**src/rtl/mul32_seq.sv**
```systemverilog
// Sequential shift-and-add unsigned multiplier: one accumulator bit retired per BUSY cycle.
// Valid/ready handshake on both sides; all handshake outputs come straight from flops.
module mul32_seq #(
    parameter int WIDTH = 32
) (
    input  logic                 clk,
    input  logic                 rst,
    input  logic                 in_valid,
    output logic                 in_ready,
    input  logic [WIDTH-1:0]     x,
    input  logic [WIDTH-1:0]     y,
    output logic                 out_valid,
    input  logic                 out_ready,
    output logic [2*WIDTH-1:0]   p,
    output logic                 busy
);

    typedef enum logic [1:0] {
        IDLE = 2'd0,
        BUSY = 2'd1,
        DONE = 2'd2
    } state_t;

    state_t               state_q, state_d;
    logic [WIDTH-1:0]     mcand_q, mcand_d;
    logic [2*WIDTH-1:0]   acc_q, acc_d;
    logic [5:0]           cnt_q, cnt_d;
    logic                 in_ready_q, in_ready_d;
    logic                 out_valid_q, out_valid_d;
    logic                 busy_q, busy_d;

    logic [WIDTH-1:0]     pp;
    logic [WIDTH:0]       sum;

    always_comb begin
        pp  = mcand_q & {WIDTH{acc_q[0]}};
        sum = {1'b0, acc_q[2*WIDTH-1:WIDTH]} + {1'b0, pp};

        state_d = state_q;
        mcand_d = mcand_q;
        acc_d   = acc_q;
        cnt_d   = cnt_q;

        case (state_q)
            IDLE: begin
                if (in_valid) begin
                    mcand_d = x;
                    acc_d   = {{WIDTH{1'b0}}, y};
                    cnt_d   = 6'd0;
                    state_d = BUSY;
                end
            end
            BUSY: begin
                // carry lands in the top bit, the consumed multiplier bit falls off the bottom
                acc_d = {sum, acc_q[WIDTH-1:1]};
                cnt_d = cnt_q + 6'd1;
                if (cnt_q == 6'(WIDTH - 1)) begin
                    state_d = DONE;
                end
            end
            DONE: begin
                if (out_ready) begin
                    state_d = IDLE;
                end
            end
            default: begin
                state_d = IDLE;
            end
        endcase

        in_ready_d  = (state_d == IDLE);
        out_valid_d = (state_d == DONE);
        busy_d      = (state_d == BUSY);
    end

    always_ff @(posedge clk) begin
        if (rst) begin
            state_q     <= IDLE;
            mcand_q     <= '0;
            acc_q       <= '0;
            cnt_q       <= '0;
            in_ready_q  <= 1'b1;
            out_valid_q <= 1'b0;
            busy_q      <= 1'b0;
        end else begin
            state_q     <= state_d;
            mcand_q     <= mcand_d;
            acc_q       <= acc_d;
            cnt_q       <= cnt_d;
            in_ready_q  <= in_ready_d;
            out_valid_q <= out_valid_d;
            busy_q      <= busy_d;
        end
    end

    assign in_ready  = in_ready_q;
    assign out_valid = out_valid_q;
    assign busy      = busy_q;
    assign p         = acc_q;

endmodule

```
**config.mk**
```make
export PLATFORM = sky130hd
export DESIGN_NAME = mul32_seq
export DESIGN_NICKNAME = d
export VERILOG_FILES = /design/src/rtl/mul32_seq.sv
export SDC_FILE = /design/constraint.sdc
export NUM_CORES = 1
export LEC_CHECK = 0
export CAP_MARGIN = 20
export CORE_UTILIZATION = 35
export CTS_CLUSTER_DIAMETER = 60
export DETAILED_ROUTE_END_ITERATION = 6
export PLACE_DENSITY_LB_ADDON = 0.3
export SKIP_CTS_REPAIR_TIMING = 1
export SYNTH_ARGS = -nofsm -noshare
export SYNTH_HDL_FRONTEND = slang
export SYNTH_SLANG_ARGS = --single-unit
```
**constraint.sdc**
```tcl
create_clock -name clk -period 4.08 [get_ports clk]
set_clock_uncertainty 0.15 [all_clocks]
set_input_delay 0.612 -clock clk [delete_from_list [all_inputs] [get_ports clk]]
set_output_delay 0.612 -clock clk [all_outputs]
set_load 0.05 [all_outputs]
```
==> impl_metrics.json, run 1 <==
{
  "final.min_clock_period_ns": 3.37,
  "buffer_depth_of_the_longest_clock_path": 2,
  "p_per_area_nw_per_um2": 333,
  "routed_wl_mm": 15.4,
  "synth.cell_area_sq_um": 5840,
  "num_vias": 5468,
  "ys_async_sr_fraction": 0,
  "grt_first_pass_wirelength_mm": 25.9,
  "postLayoutCoreUtil": 0.480,
  "finalNetCount": 968,
  "synth_edf_count": 0,
  "cp_slowest_stage_delay_ns": 0.37,
  "worst_path_max_delay_cell": "sky130_fd_sc_hd__fa_1",
  "intPower_mw": 1.79,
  "drc": 0,
  "synth.yosys.seq_area_share": 0.367,
  "fin_total_pwr_mw": 2.57,
  "worst_path_most_repeated_cell": "sky130_fd_sc_hd__a31oi_2",
  "first_iter_violations": 229,
  "reg2regPathDepth": 14,
  "clock_network_latency_to_the_later_pin_of_the_worst_skew_pair_ns": 0.36,
  "cp_max_fo": 18,
  "synth.lib_cells_used.distinct": 51,
  "min_hold_slack_ns": 0.300,
  "beginning_of_the_worst_register_to_register_path": "p[0]$_SDFFE_PP0P_",
  "hold_path_end": "mcand_q[9]$_SDFFE_PP0P_",
  "hold_path_startpoint": "mcand_q[9]$_SDFFE_PP0P_",
  "syn-num-nets": 851,
  "antenna_found_initial": 0,
  "critical_path.cell_chain": "buf_4 -> and2_1 -> ha_1 -> inv_1 -> fa_1 -> nand2b_1 -> a21o_1 -> a31oi_2 -> a311oi_2 -> o21ba_2 -> o211ai_1 -> a31oi_2 -> o31a_1 -> nor3_2",
  "drtPass1Iterations": 4,
  "clkPwrFrac": 0.357,
  "totalNegativeSetupSlack_ns": 0,
  "via_count_of_the_first_global_routing_pass": 5207,
  "achievable-frequency_ghz": 0.297,
  "timing_worst_setup_path_type": "reg2reg",
  "timing.hold.worst_path_depth": 2,
  "crit_arrival_ns": 3.51,
  "flow.area_growth_from_synthesis_pct": 32.0,
  "core_area_sq_um": 16100,
  "worst-endpoint-required_ns": 4.22,
  "syn_inst": 749,
  "finalSetupViolations": 0,
  "cts.sinks": 107,
  "final-instance-count-excl-fill": 1087,
  "cts_root_buf": "sky130_fd_sc_hd__clkbuf_16",
  "finalHoldViolations": 0,
  "status": "complete, no violations",
  "period_utilization": 0.826,
  "yosys_warnings": 0,
  "grt.total_usage": 0.184,
  "synth_ff_type": "sky130_fd_sc_hd__dfxtp_1",
  "slew_at_the_pin_with_the_worst_max_slew_slack_ns": 1.05,
  "p_seq_frac": 0.440,
  "cts.clk_slew.worst_paths_ns": 0.08,
  "avg_vias_per_cell": 5.03,
  "cp.buffers_inverters": 2,
  "crit_family": "compound AO/OA/AOI/OAI gates",
  "vdd.ir_drop.worst_mv": 0.215,
  "finalMaxSlewViolations": 0,
  "effective_utilization_at_floorplan": 0.364,
  "gp_congestion": 0.841,
  "globalRoute.totalOverflow": 0,
  "cts-buffers-inserted": 9,
  "num_rows": 46,
  "floorplan.die.height_microns": 131,
  "numPortBuffers": 134,
  "place.detailed.hpwl_mm": 10.8,
  "drtAntennaViolNets": 0,
  "power.share.combinational": 0.203,
  "die_w_microns": 131,
  "avgSynthCellArea_sq_um": 7.79,
  "holdCritPathClass": "reg2reg",
  "worst_setup_path_end_kind": "flip-flop",
  "io_pins": 135,
  "power.switching_fraction": 0.303,
  "p_leak_nw": 3.21,
  "p_switching_uw": 779,
  "dieArea_sq_um": 17200,
  "antennaDiodeCount": 0,
  "timing.critical_path.depth": 14,
  "post_route_cells_drive_above_1_share": 0.0494,
  "maximum_number_of_pins_on_one_net_before_global_route_repair": 50,
  "critical_path.reg2reg.endpoint": "p[63]$_SDFFE_PP0P_",
  "r2r_slack_ns": 0.71,
  "detail_route.wl_per_cell_microns": 14.2,
  "cts_tree": "built",
  "ctsHtreeMaxLevel": 3,
  "numPlacedInstances": 1071,
  "critPathLaunchType": "flip-flop",
  "setup_repair_after_global_routing_missed_its_margin": "no",
  "timing.max_cap.violations": 0,
  "maxSlewHeadroom": 0.300,
  "synth-seq-cells": 107
}
tightest hold or removal path, stage by stage (launching register included):
cell and delay [ns]:
sky130_fd_sc_hd__dfxtp_1 0.31, sky130_fd_sc_hd__nand2_1 0.05, sky130_fd_sc_hd__a21oi_1 0.05
state kept, by name (all words and copies together), names as in the netlist:
register,count
out_valid,1
p,64
state_q,2
in_ready,1
mcand_q,32
cnt_q,6
busy,1
through the flow:
stage               area [sq um]  worst slack, ns
CTS                         7710            0.698
global placement            7400            0.804
detailed placement          7400            0.727
global route                7710            0.523
finish                      7710            0.709
floorplan                   5840            0.746
how the worst max path moves through the flow:
stage,start,to
after floorplan,p[0]$_SDFFE_PP0P_,p[63]$_SDFFE_PP0P_
after global placement,p[0]$_SDFFE_PP0P_,p[63]$_SDFFE_PP0P_
after detailed placement,p[0]$_SDFFE_PP0P_,p[63]$_SDFFE_PP0P_
after CTS,p[0]$_SDFFE_PP0P_,p[63]$_SDFFE_PP0P_
after global routing,p[0]$_SDFFE_PP0P_,p[63]$_SDFFE_PP0P_
final,p[0]$_SDFFE_PP0P_,p[63]$_SDFFE_PP0P_
cell type report:
type	count	area [sq um]
Fill cell	1627	8350
Multi-Input combinational cell	562	3410
Sequential cell	107	2140
Timing Repair Buffer	147	1430
Tap cell	216	270
Clock buffer	9	225
Inverter	39	146
Clock inverter	7	83.8
cell usage in the layout (no fill, tap or decap), types with 3 or more instances in the layout:
cell type and n:
sky130_fd_sc_hd__clkdlybuf4s50_1 133, sky130_fd_sc_hd__nor2_1 112, sky130_fd_sc_hd__dfxtp_1 107, sky130_fd_sc_hd__a21oi_1 94
sky130_fd_sc_hd__nand2_1 90, sky130_fd_sc_hd__inv_1 39, sky130_fd_sc_hd__a211oi_1 34, sky130_fd_sc_hd__and2_1 33
sky130_fd_sc_hd__ha_1 33, sky130_fd_sc_hd__a21o_1 20, sky130_fd_sc_hd__xnor2_1 19, sky130_fd_sc_hd__a22o_1 17
sky130_fd_sc_hd__o21ai_0 14, sky130_fd_sc_hd__buf_4 13, sky130_fd_sc_hd__a22oi_1 10, sky130_fd_sc_hd__clkbuf_16 9
sky130_fd_sc_hd__o21ai_1 6, sky130_fd_sc_hd__xor2_1 6, sky130_fd_sc_hd__nand3_1 5, sky130_fd_sc_hd__o21a_1 5
sky130_fd_sc_hd__nor3_1 5, sky130_fd_sc_hd__nand2b_1 5, sky130_fd_sc_hd__and3_1 4, sky130_fd_sc_hd__o21bai_1 4
sky130_fd_sc_hd__o211ai_1 4, sky130_fd_sc_hd__a221oi_1 3, sky130_fd_sc_hd__nor2b_1 3
layer usage:
layer | up-vias | routed length, microns | global-route usage
li1 | 2829 | - | -
met1 | 2516 | 7780 | 0.251
met2 | 115 | 6980 | 0.294
met3 | 8 | 534 | 0.0343
met4 | 0 | 129 | 0.0510
met5 | - | 0 | 0
power groups by stage:
stage	clock (mW)	sequential (mW)	combinational (mW)
4_1_cts	0.945	1.13	0.527
5_1_grt	0.984	1.14	0.569
3_3_place_gp	0	1.15	0.522
6_report	0.917	1.13	0.522
2_1_floorplan	0	1.28	0.200
3_5_place_dp	0	1.15	0.525
cell usage after synthesis, drive strengths merged (4+ instances only):
cell type	count	area, sq um
buf	4	15.0
nand2b	5	31.3
ha	33	413
o21a	5	37.5
nand2	90	338
o21ai	21	105
nor2	113	427
a21o	20	150
a211oi	35	268
a22oi	10	75.1
inv	39	146
a311oi	4	47.6
and2	33	206
a21oi	94	470
o211ai	5	42.5
o21bai	4	30.0
clkbuf	37	139
nand3	5	25.0
xnor2	19	166
a22o	17	149
nor3	6	35.0
dfxtp	107	2140
and3	4	25.0
xor2	6	52.6
cell families (layout without fill, tap and decap cells):
family / Yosys count / in the layout / synth area share
and+or+nand+nor: 267 / 267 / 0.199
AOI/OAI and AO/OA: 236 / 236 / 0.271
DFF: 107 / 107 / 0.367
buffers and inverters: 80 / 202 / 0.0514
adders and majority gates: 34 / 34 / 0.0742
xor gates and xnor gates: 25 / 25 / 0.0375
Power figures use the tool's default switching activity.
==> run 2, diff against run 1 <==
==> constraint.sdc (replaced) <==
create_clock -name clk -period 2.8 [get_ports clk]
set_clock_uncertainty 0.15 [all_clocks]
set_input_delay 0.42 -clock clk [delete_from_list [all_inputs] [get_ports clk]]
set_output_delay 0.42 -clock clk [all_outputs]
set_load 0.05 [all_outputs]
==> impl_metrics.json, run 2 (synthesis results as in run 1) <==
{
  "worst-endpoint-required_ns": 2.90,
  "buffer_depth_of_the_longest_clock_path": 2,
  "drtAntennaViolNets": 0,
  "numPlacedInstances": 1140,
  "p_leak_nw": 3.61,
  "flow.area_growth_from_synthesis_pct": 48.1,
  "antenna_found_initial": 0,
  "routed_wl_mm": 16.9,
  "cts_root_buf": "sky130_fd_sc_hd__clkbuf_16",
  "intPower_mw": 2.83,
  "setup_repair_after_global_routing_missed_its_margin": "yes",
  "final.min_clock_period_ns": 2.90,
  "num_vias": 5785,
  "totalNegativeSetupSlack_ns": -0.544,
  "crit_arrival_ns": 3.00,
  "finalMaxSlewViolations": 0,
  "post_dp_cell_area_sq_um": 7960,
  "finalHoldViolations": 0,
  "period_utilization": 1.04,
  "p_seq_frac": 0.420,
  "clkPwrFrac": 0.375,
  "io_pins": 135,
  "smallest_setup_slack_after_layout_ns": -0.0992,
  "mostFrequentLayoutCells": "sky130_fd_sc_hd__clkdlybuf4s50_1 (133), sky130_fd_sc_hd__nor2_1 (112), sky130_fd_sc_hd__dfxtp_1 (104), sky130_fd_sc_hd__nand2_1 (89)",
  "power.share.combinational": 0.205,
  "drc": 0,
  "maximum_number_of_pins_on_one_net_before_global_route_repair": 63,
  "clock_network_latency_to_the_later_pin_of_the_worst_skew_pair_ns": 0.36,
  "status": "complete, but fails checks",
  "routed-wl-met3_microns": 585,
  "effective_utilization_at_floorplan": 0.364,
  "place.detailed.hpwl_mm": 11.7,
  "dr_wl_met2_mm": 8.20,
  "dieArea_sq_um": 17200,
  "globalRoute.totalOverflow": 0,
  "drt_met1_wl_mm": 7.98,
  "failed_checks": "setup timing",
  "achievable-frequency_ghz": 0.345,
  "vdd.ir_drop.worst_mv": 0.429,
  "timing_worst_setup_path_type": "reg2reg",
  "antennaDiodeCount": 0,
  "p_switching_mw": 1.10,
  "cts.clk_slew.worst_paths_ns": 0.07,
  "largest_reg_flops": 64,
  "cts_tree": "built",
  "fin_total_pwr_mw": 3.93,
  "cp_max_fo": 17,
  "num_rows": 46,
  "first_iter_violations": 329,
  "cts.sinks": 107,
  "ctsHtreeMaxLevel": 3,
  "final-instance-count-excl-fill": 1163,
  "gp_congestion": 0.855,
  "stdcell_area_sq_um": 8650,
  "timing.max_cap.violations": 0,
  "dr.max_layer_used": "met4",
  "finalSetupViolations": 9,
  "layout_commonest_cell": "sky130_fd_sc_hd__clkdlybuf4s50_1",
  "numPortBuffers": 134,
  "avg_vias_per_cell": 4.97,
  "holdCritPathClass": "reg2reg",
  "p_per_area_nw_per_um2": 455,
  "cts-buffers-inserted": 9,
  "slew_at_the_pin_with_the_worst_max_slew_slack_ns": 0.662,
  "grt.total_usage": 0.193,
  "maxSlewHeadroom": 0.558,
  "floorplan.die.height_microns": 131,
  "detail_route.wl_per_cell_microns": 14.5,
  "min_hold_slack_ns": 0.300,
  "worst_setup_path_end_kind": "flip-flop",
  "die_w_microns": 131,
  "core_area_sq_um": 16100,
  "finalNetCount": 1044,
  "drtPass1Iterations": 4,
  "post_route_cells_drive_above_1_share": 0.173,
  "grt_first_pass_wirelength_mm": 27.1,
  "critPathLaunchType": "flip-flop",
  "power.switching_fraction": 0.280,
  "via_count_of_the_first_global_routing_pass": 5537
}
run 2: cell count changes in the layout (fill, tap and decap cells not counted), sizes merged:
cell and delta:
clkinv -2, inv -3, buf +76, bufinv +2, clkbuf +3
run 2: area by class of cell:
type,count,area [sq um]
fillers,1579,7410
multi-input cells,562,3720
flip-flops and latches,107,2150
repair buffers,223,2020
well taps,216,270
clock buffers,12,246
inverters,39,146
clock inverters,4,97.6
run 2: routing by layer:
layer,track usage,vias up
met3,0.0394,6
met1,0.251,2659
met5,0,-
met2,0.321,128
li1,-,2992
met4,0.0516,0
run 2: worst max-delay path: stages, from the launching register on:
cell                      delay [ns]
sky130_fd_sc_hd__dfxtp_4        0.37
sky130_fd_sc_hd__buf_12         0.15
sky130_fd_sc_hd__and2_4         0.16
sky130_fd_sc_hd__ha_2           0.18
sky130_fd_sc_hd__buf_4          0.14
sky130_fd_sc_hd__a21o_1         0.18
sky130_fd_sc_hd__a21oi_1        0.14
sky130_fd_sc_hd__o21ai_1        0.08
sky130_fd_sc_hd__a21o_1         0.20
sky130_fd_sc_hd__o41ai_4        0.38
sky130_fd_sc_hd__nor2_4         0.11
sky130_fd_sc_hd__or3_1          0.31
sky130_fd_sc_hd__a32o_1         0.24
run 2: final timing paths:
kind,startpoint,end,slack [ns],depth (start not counted)
setup reg to reg,p[0]$_SDFFE_PP0P_,p[54]$_SDFFE_PP0P_,-0.1,12
hold reg to reg,mcand_q[9]$_SDFFE_PP0P_,mcand_q[9]$_SDFFE_PP0P_,0.30,2
hold / removal,mcand_q[9]$_SDFFE_PP0P_,mcand_q[9]$_SDFFE_PP0P_,0.30,2
setup / recovery,p[0]$_SDFFE_PP0P_,p[54]$_SDFFE_PP0P_,-0.1,12
run 2: power by group through the flow:
stage	Combinational [mW]	Clock, mW	Sequential [mW]
after floorplan	0.293	0	1.86
after global placement	0.791	0	1.69
after detailed placement	0.796	0	1.69
after CTS	0.799	1.52	1.65
after global routing	0.874	1.58	1.66
final	0.805	1.47	1.65
run 2: per-stage QoR:
step | utilization | setup WS [ns]
floorplan | - | -0.136
global placement | 0.496 | -0.186
detailed placement | 0.496 | -0.238
CTS | 0.517 | -0.239
global route | 0.538 | -0.228
finish | 0.538 | -0.0992
==> run 3, diff against run 2 <==
--- a/config.mk
+++ b/config.mk
@@ -7,7 +7,6 @@
 export LEC_CHECK = 0
 export CAP_MARGIN = 20
 export CORE_UTILIZATION = 35
-export CTS_CLUSTER_DIAMETER = 60
 export DETAILED_ROUTE_END_ITERATION = 6
 export PLACE_DENSITY_LB_ADDON = 0.3
 export SKIP_CTS_REPAIR_TIMING = 1
==> results of run 3 <==
The final DEF is identical to that of run 2; final timing and power are the same.
